**config.mk**
```make
export PLATFORM = sky130hd
export DESIGN_NAME = osd_overlay
export DESIGN_NICKNAME = d
export VERILOG_FILES = /design/src/rtl/osd_overlay.sv
export SDC_FILE = /design/constraint.sdc
export NUM_CORES = 1
export LEC_CHECK = 0
export ABC_AREA = 1
export BUFFER_PORTS_ARGS = -buffer_cell sky130_fd_sc_hd__buf_2
export CAP_MARGIN = 10
export CORE_UTILIZATION = 60
export CTS_CLUSTER_SIZE = 8
export DETAILED_ROUTE_END_ITERATION = 8
export PLACE_DENSITY = 0.85
export SYNTH_ARGS = -nofsm -noshare
export SYNTH_HDL_FRONTEND = slang
export SYNTH_SLANG_ARGS = --single-unit
```
**constraint.sdc**
```tcl
create_clock -name clk -period 5.4 [get_ports clk]
set_clock_uncertainty 0.2 [all_clocks]
set_input_delay 1.08 -clock clk [delete_from_list [all_inputs] [get_ports clk]]
set_output_delay 1.08 -clock clk [all_outputs]
set_load 0.005 [all_outputs]
```
**src/rtl/osd_overlay.sv**
```systemverilog
// osd_overlay: recovers line/pixel position from frameTracker video and substitutes OVERLAY_LEVEL in a window (OSD_BORDER_EN: outline only)
module osd_overlay #(
  parameter logic [4:0]  SYNC_LEVEL    = 5'd2,
  parameter int unsigned MIN_SYNC      = 32,
  parameter int unsigned PORCH         = 96,
  parameter int unsigned WIN_X0        = 200,
  parameter int unsigned WIN_X1        = 400,
  parameter int unsigned WIN_Y0        = 100,
  parameter int unsigned WIN_Y1        = 150,
  parameter logic [4:0]  OVERLAY_LEVEL = 5'd28,
  parameter int unsigned LINE_MAX      = 511
) (
  input  logic       clk,
  input  logic       rst,
  input  logic [4:0] analogValue,
  input  logic       newFrame,
  output logic [4:0] videoOut,
  output logic       inWindow,
  output logic [8:0] line
);
  typedef enum logic [2:0] {S_WAIT_FRAME, S_WAIT_SYNC, S_IN_SYNC, S_PORCH, S_ACTIVE} state_t;
  state_t      state_q, state_d;
  logic [5:0]  sync_cnt_q, sync_cnt_d;
  logic [6:0]  porch_cnt_q, porch_cnt_d;
  logic [9:0]  x_q, x_d;
  logic [8:0]  line_q, line_d;
  logic [4:0]  video_q, video_d;
  logic        in_win_q, in_win_d;
  logic        is_sync, sync_hit, in_rect;
  assign is_sync  = analogValue <= SYNC_LEVEL;
  assign sync_hit = is_sync && 32'(sync_cnt_q) >= MIN_SYNC - 1;
  assign in_rect  = state_q == S_ACTIVE && !is_sync &&
                    32'(x_q) >= WIN_X0 && 32'(x_q) < WIN_X1 &&
                    32'(line_q) >= WIN_Y0 && 32'(line_q) < WIN_Y1;
  always_comb begin
    state_d     = state_q;
    porch_cnt_d = porch_cnt_q;
    x_d         = x_q;
    line_d      = line_q;
    sync_cnt_d  = !is_sync ? 6'd0 : (32'(sync_cnt_q) >= MIN_SYNC ? sync_cnt_q : sync_cnt_q + 6'd1);
    case (state_q)
      S_WAIT_FRAME: state_d = S_WAIT_FRAME;
      S_WAIT_SYNC:  state_d = sync_hit ? S_IN_SYNC : S_WAIT_SYNC;
      S_IN_SYNC: begin
        state_d     = is_sync ? S_IN_SYNC : S_PORCH;
        porch_cnt_d = 7'd0;
      end
      S_PORCH: begin
        porch_cnt_d = porch_cnt_q + 7'd1;
        if (32'(porch_cnt_q) + 1 >= PORCH - 1) begin
          state_d = S_ACTIVE;
          x_d     = 10'd0;
        end
      end
      S_ACTIVE: begin
        x_d = (x_q == 10'h3ff) ? x_q : x_q + 10'd1;
        if (sync_hit) begin
          state_d = S_IN_SYNC;
          line_d  = (32'(line_q) >= LINE_MAX) ? line_q : line_q + 9'd1;
        end
      end
      default: state_d = S_WAIT_FRAME;
    endcase
    // a frame start overrides any sync accepted on the same sample
    if (newFrame) begin
      state_d    = S_WAIT_SYNC;
      line_d     = 9'd0;
      sync_cnt_d = 6'd0;
    end
`ifdef OSD_BORDER_EN
    in_win_d = in_rect && (32'(x_q) == WIN_X0 || 32'(x_q) == WIN_X1 - 1 ||
                           32'(line_q) == WIN_Y0 || 32'(line_q) == WIN_Y1 - 1);
`else
    in_win_d = in_rect;
`endif
    video_d = in_win_d ? OVERLAY_LEVEL : analogValue;
  end
  always_ff @(posedge clk) begin
    if (rst) begin
      state_q     <= S_WAIT_FRAME;
      sync_cnt_q  <= 6'd0;
      porch_cnt_q <= 7'd0;
      x_q         <= 10'd0;
      line_q      <= 9'd0;
      video_q     <= 5'd0;
      in_win_q    <= 1'b0;
    end else begin
      state_q     <= state_d;
      sync_cnt_q  <= sync_cnt_d;
      porch_cnt_q <= porch_cnt_d;
      x_q         <= x_d;
      line_q      <= line_d;
      video_q     <= video_d;
      in_win_q    <= in_win_d;
    end
  end
  assign videoOut = video_q;
  assign inWindow = in_win_q;
  assign line     = line_q;
endmodule
```
==> flow_summary.yaml <==
logic_synthesis:
  syn_nets: 331
  synth_area_um2: 2238
  seq_area_frac_synth: 0.3667
  synth_edf_count: 0
  ys_types: 33
  synth_area_leaders: "dfxtp_1 37%, nand2_1 11%, a21oi_1 7.2%, nand3_1 7.2%, inv_1 5.2%"
  netlist_instances: 314
  ys.flop_type: "dfxtp_1"
  synth.yosys.warnings: 0
  yosys.area.top_type_share: 0.3667
  postSynthAreaPerCell_um2: 7.129
  yosysTopAreaCell: "dfxtp_1"
  synthArstFlopShare: 0
  synth_seq_cells: 41
floorplan:
  die_y_um: 63.08
  rows: 21
  die_area_um2: 3979
  start_util: 0.6503
  core_area_um2: 3442
  die_w_um: 63.08
  pin_count: 23
clock_tree:
  cts-root-buf: "clkbuf_8"
  cts_buffers: 5
  htree_levels: 2
  ctsHoldBuffers: 0
  clock_sinks: 41
  clock_path_buffers: 2
  worstSkewPairLatency_ns: 0.30
  post_cts_buffers: 0
  postCtsResizedCells: 0
  tritoncts: "yes"
  clk_pin_slew_ns: 0.08
route:
  wirelength_mm: 4.601
  dr_total_vias: 2046
  dr.pass1.iters: 4
  drtAntennaViolNets: 0
  drt_iter0_drc: 69
  wl_per_cell_um: 11.92
  viasPerCell: 5.301
  drcViolationCount: 0
place:
  hpwl_mm: 3.305
  port_buffers: 22
  gp_congestion: 0.9017
  dp_slack_ns: 2.824
  place_area_um2: 2376
  placedCellCount: 378
setup_path:
  crit_path_end_kind: "register"
  r2r-start: "line[1]"
  cp-start-kind: "input pin"
  rr_worst_depth: 8
  critPathKind: "input pin to register"
  slowest_stage: "nor3_4"
  endpoint: "line[8]"
  crit_fanout: 10
  cp_data_arrival_time_ns: 2.26
  r2r_setup_slack_ns: 3.36
  critical_path_required_ns: 5.40
  timing.rr.end: "line[8]"
  crit_cells: 9
  cp_cell_sequence: "buf_2, inv_2, nand4_1, inv_2, nand2_2, nor3_4, nand2_4, nor2_1, nor2_1"
  crit_family: "simple AND/OR/NAND/NOR gates"
  critical-path-max-stage-delay_ns: 0.33
  cp_num_buf_inv: 3
  critPathLaunch: "analogValue[4]"
sta:
  fin_crit_sh: 0.4182
  setup_viol: 0
  slew_headroom: 0.5792
  period_minus_slack_ns: 2.259
  holdWs_ns: 0.2965
  fin_ws_ns: 3.141
  setup_tns_ns: 0
  hold_viol: 0
  fmax_mhz: 442.8
  rsz0062_at_grt: "no"
  tightestPinTransition_ns: 0.6295
  slew_violations: 0
grt:
  track_usage: 0.2603
  antenna_found_initial: 0
  grt_pass1_wl_mm: 8.266
  overflow: 0
  grt_pass1_vias: 1972
  grt_start_max_net_pins: 20
cells_and_area:
  syn_to_final_growth_pct: 10.01
  stdcell_area_um2: 2462
  nets: 356
  final_cells: 386
  drive_above_1_share: 0.1676
  layout_common_cells: "65 x nand2_1, 41 x dfxtp_1, 32 x nand3_1, 32 x a21oi_1"
  final_common_cell: "nand2_1"
  fillers: 294
  num_antenna_cells: 0
power_and_ir_drop:
  vdd_drop_max_mv: 0.1801
  p_per_area_nw_per_um2: 211.6
  p_leak_nw: 0.9478
worst_hold_path:
  hold_path.class: "register to register"
  hp-start: "line[0]"
status:
  status: "finished clean"
job:
  cap_viol_max_count: 0
power by group:
part	internal [mW]	switching (mW)	total [mW]
clock	0.0892	0.110	0.199
sequential	0.305	0.000820	0.305
combinational	0.00564	0.0105	0.0161
Yosys cell counts, drive strengths merged, types with 2 or more instances:
| cell type | n |
|---|---|
| nor2 | 36 |
| o211ai | 2 |
| nand3 | 33 |
| nor3 | 9 |
| nand2 | 72 |
| ha | 9 |
| o21ai | 13 |
| nand3b | 4 |
| buf | 3 |
| dfxtp | 41 |
| a21oi | 32 |
| inv | 38 |
| xor2 | 10 |
| nand4 | 4 |
worst reg2reg max path, cell delays in order, from the launching register on:
cell	delay (ns)
dfxtp_1	0.35
ha_1	0.22
nand3_1	0.16
nor3_1	0.08
ha_1	0.21
nor3_4	0.40
nand2_4	0.16
nor2_1	0.12
nor2_1	0.05
flip-flops by register name, indices dropped and copies added, names as in the netlist:
signal       count
x_q             10
line             9
porch_cnt_q      7
videoOut         5
inWindow         1
sync_cnt_q       6
state_q          3
layer usage:
layer  wire length (µm)  up-vias  GRT usage
li1                   -     1065          -
met1               2100      933     0.3062
met2               2227       40     0.4422
met3                170        8    0.04891
met4                102        0     0.1424
met5                  0        -          0
how the worst min path moves through the flow:
| stage | end | slack (ns) | depth (start not counted) |
|---|---|---|---|
| after detailed placement | porch_cnt_q[5] | 0.29 | 2 |
| after CTS | line[0] | 0.30 | 2 |
| after global placement | x_q[8] | 0.28 | 2 |
| after floorplan | x_q[4] | 0.26 | 2 |
| final | line[0] | 0.30 | 2 |
| after global routing | x_q[3] | 0.32 | 2 |
final cells by class:
class,count,area (µm²),share of cell area
Tap cell,46,57.56,0.02337
Sequential cell,41,820.8,0.3333
Clock buffer,5,68.82,0.02795
Timing Repair Buffer,22,110.1,0.04472
Inverter,39,146.4,0.05945
Clock inverter,3,17.52,0.007114
Multi-Input combinational cell,230,1241,0.5041
logic make-up (layout without fill, tap and decap cells):
family / Yosys count / count (layout) / synth area share
AO/OA/AOI/OAI: 49 / 49 / 0.1168
XOR/XNOR: 11 / 11 / 0.04640
adder cells (fa/ha/maj): 9 / 9 / 0.05031
buffers and inverters: 43 / 69 / 0.07881
flip-flops: 41 / 41 / 0.3667
multiplexers: 1 / 1 / 0.01006
AND/OR/NAND/NOR: 160 / 160 / 0.3309
stage by stage:
stage                 util  total power [mW]
floorplan                -            0.3218
global placement    0.6903            0.3285
detailed placement  0.6903            0.3286
CTS                 0.7154            0.5254
global route        0.7154            0.5378
finish              0.7154            0.5211
No activity file was read; power rests on OpenSTA's default activity.
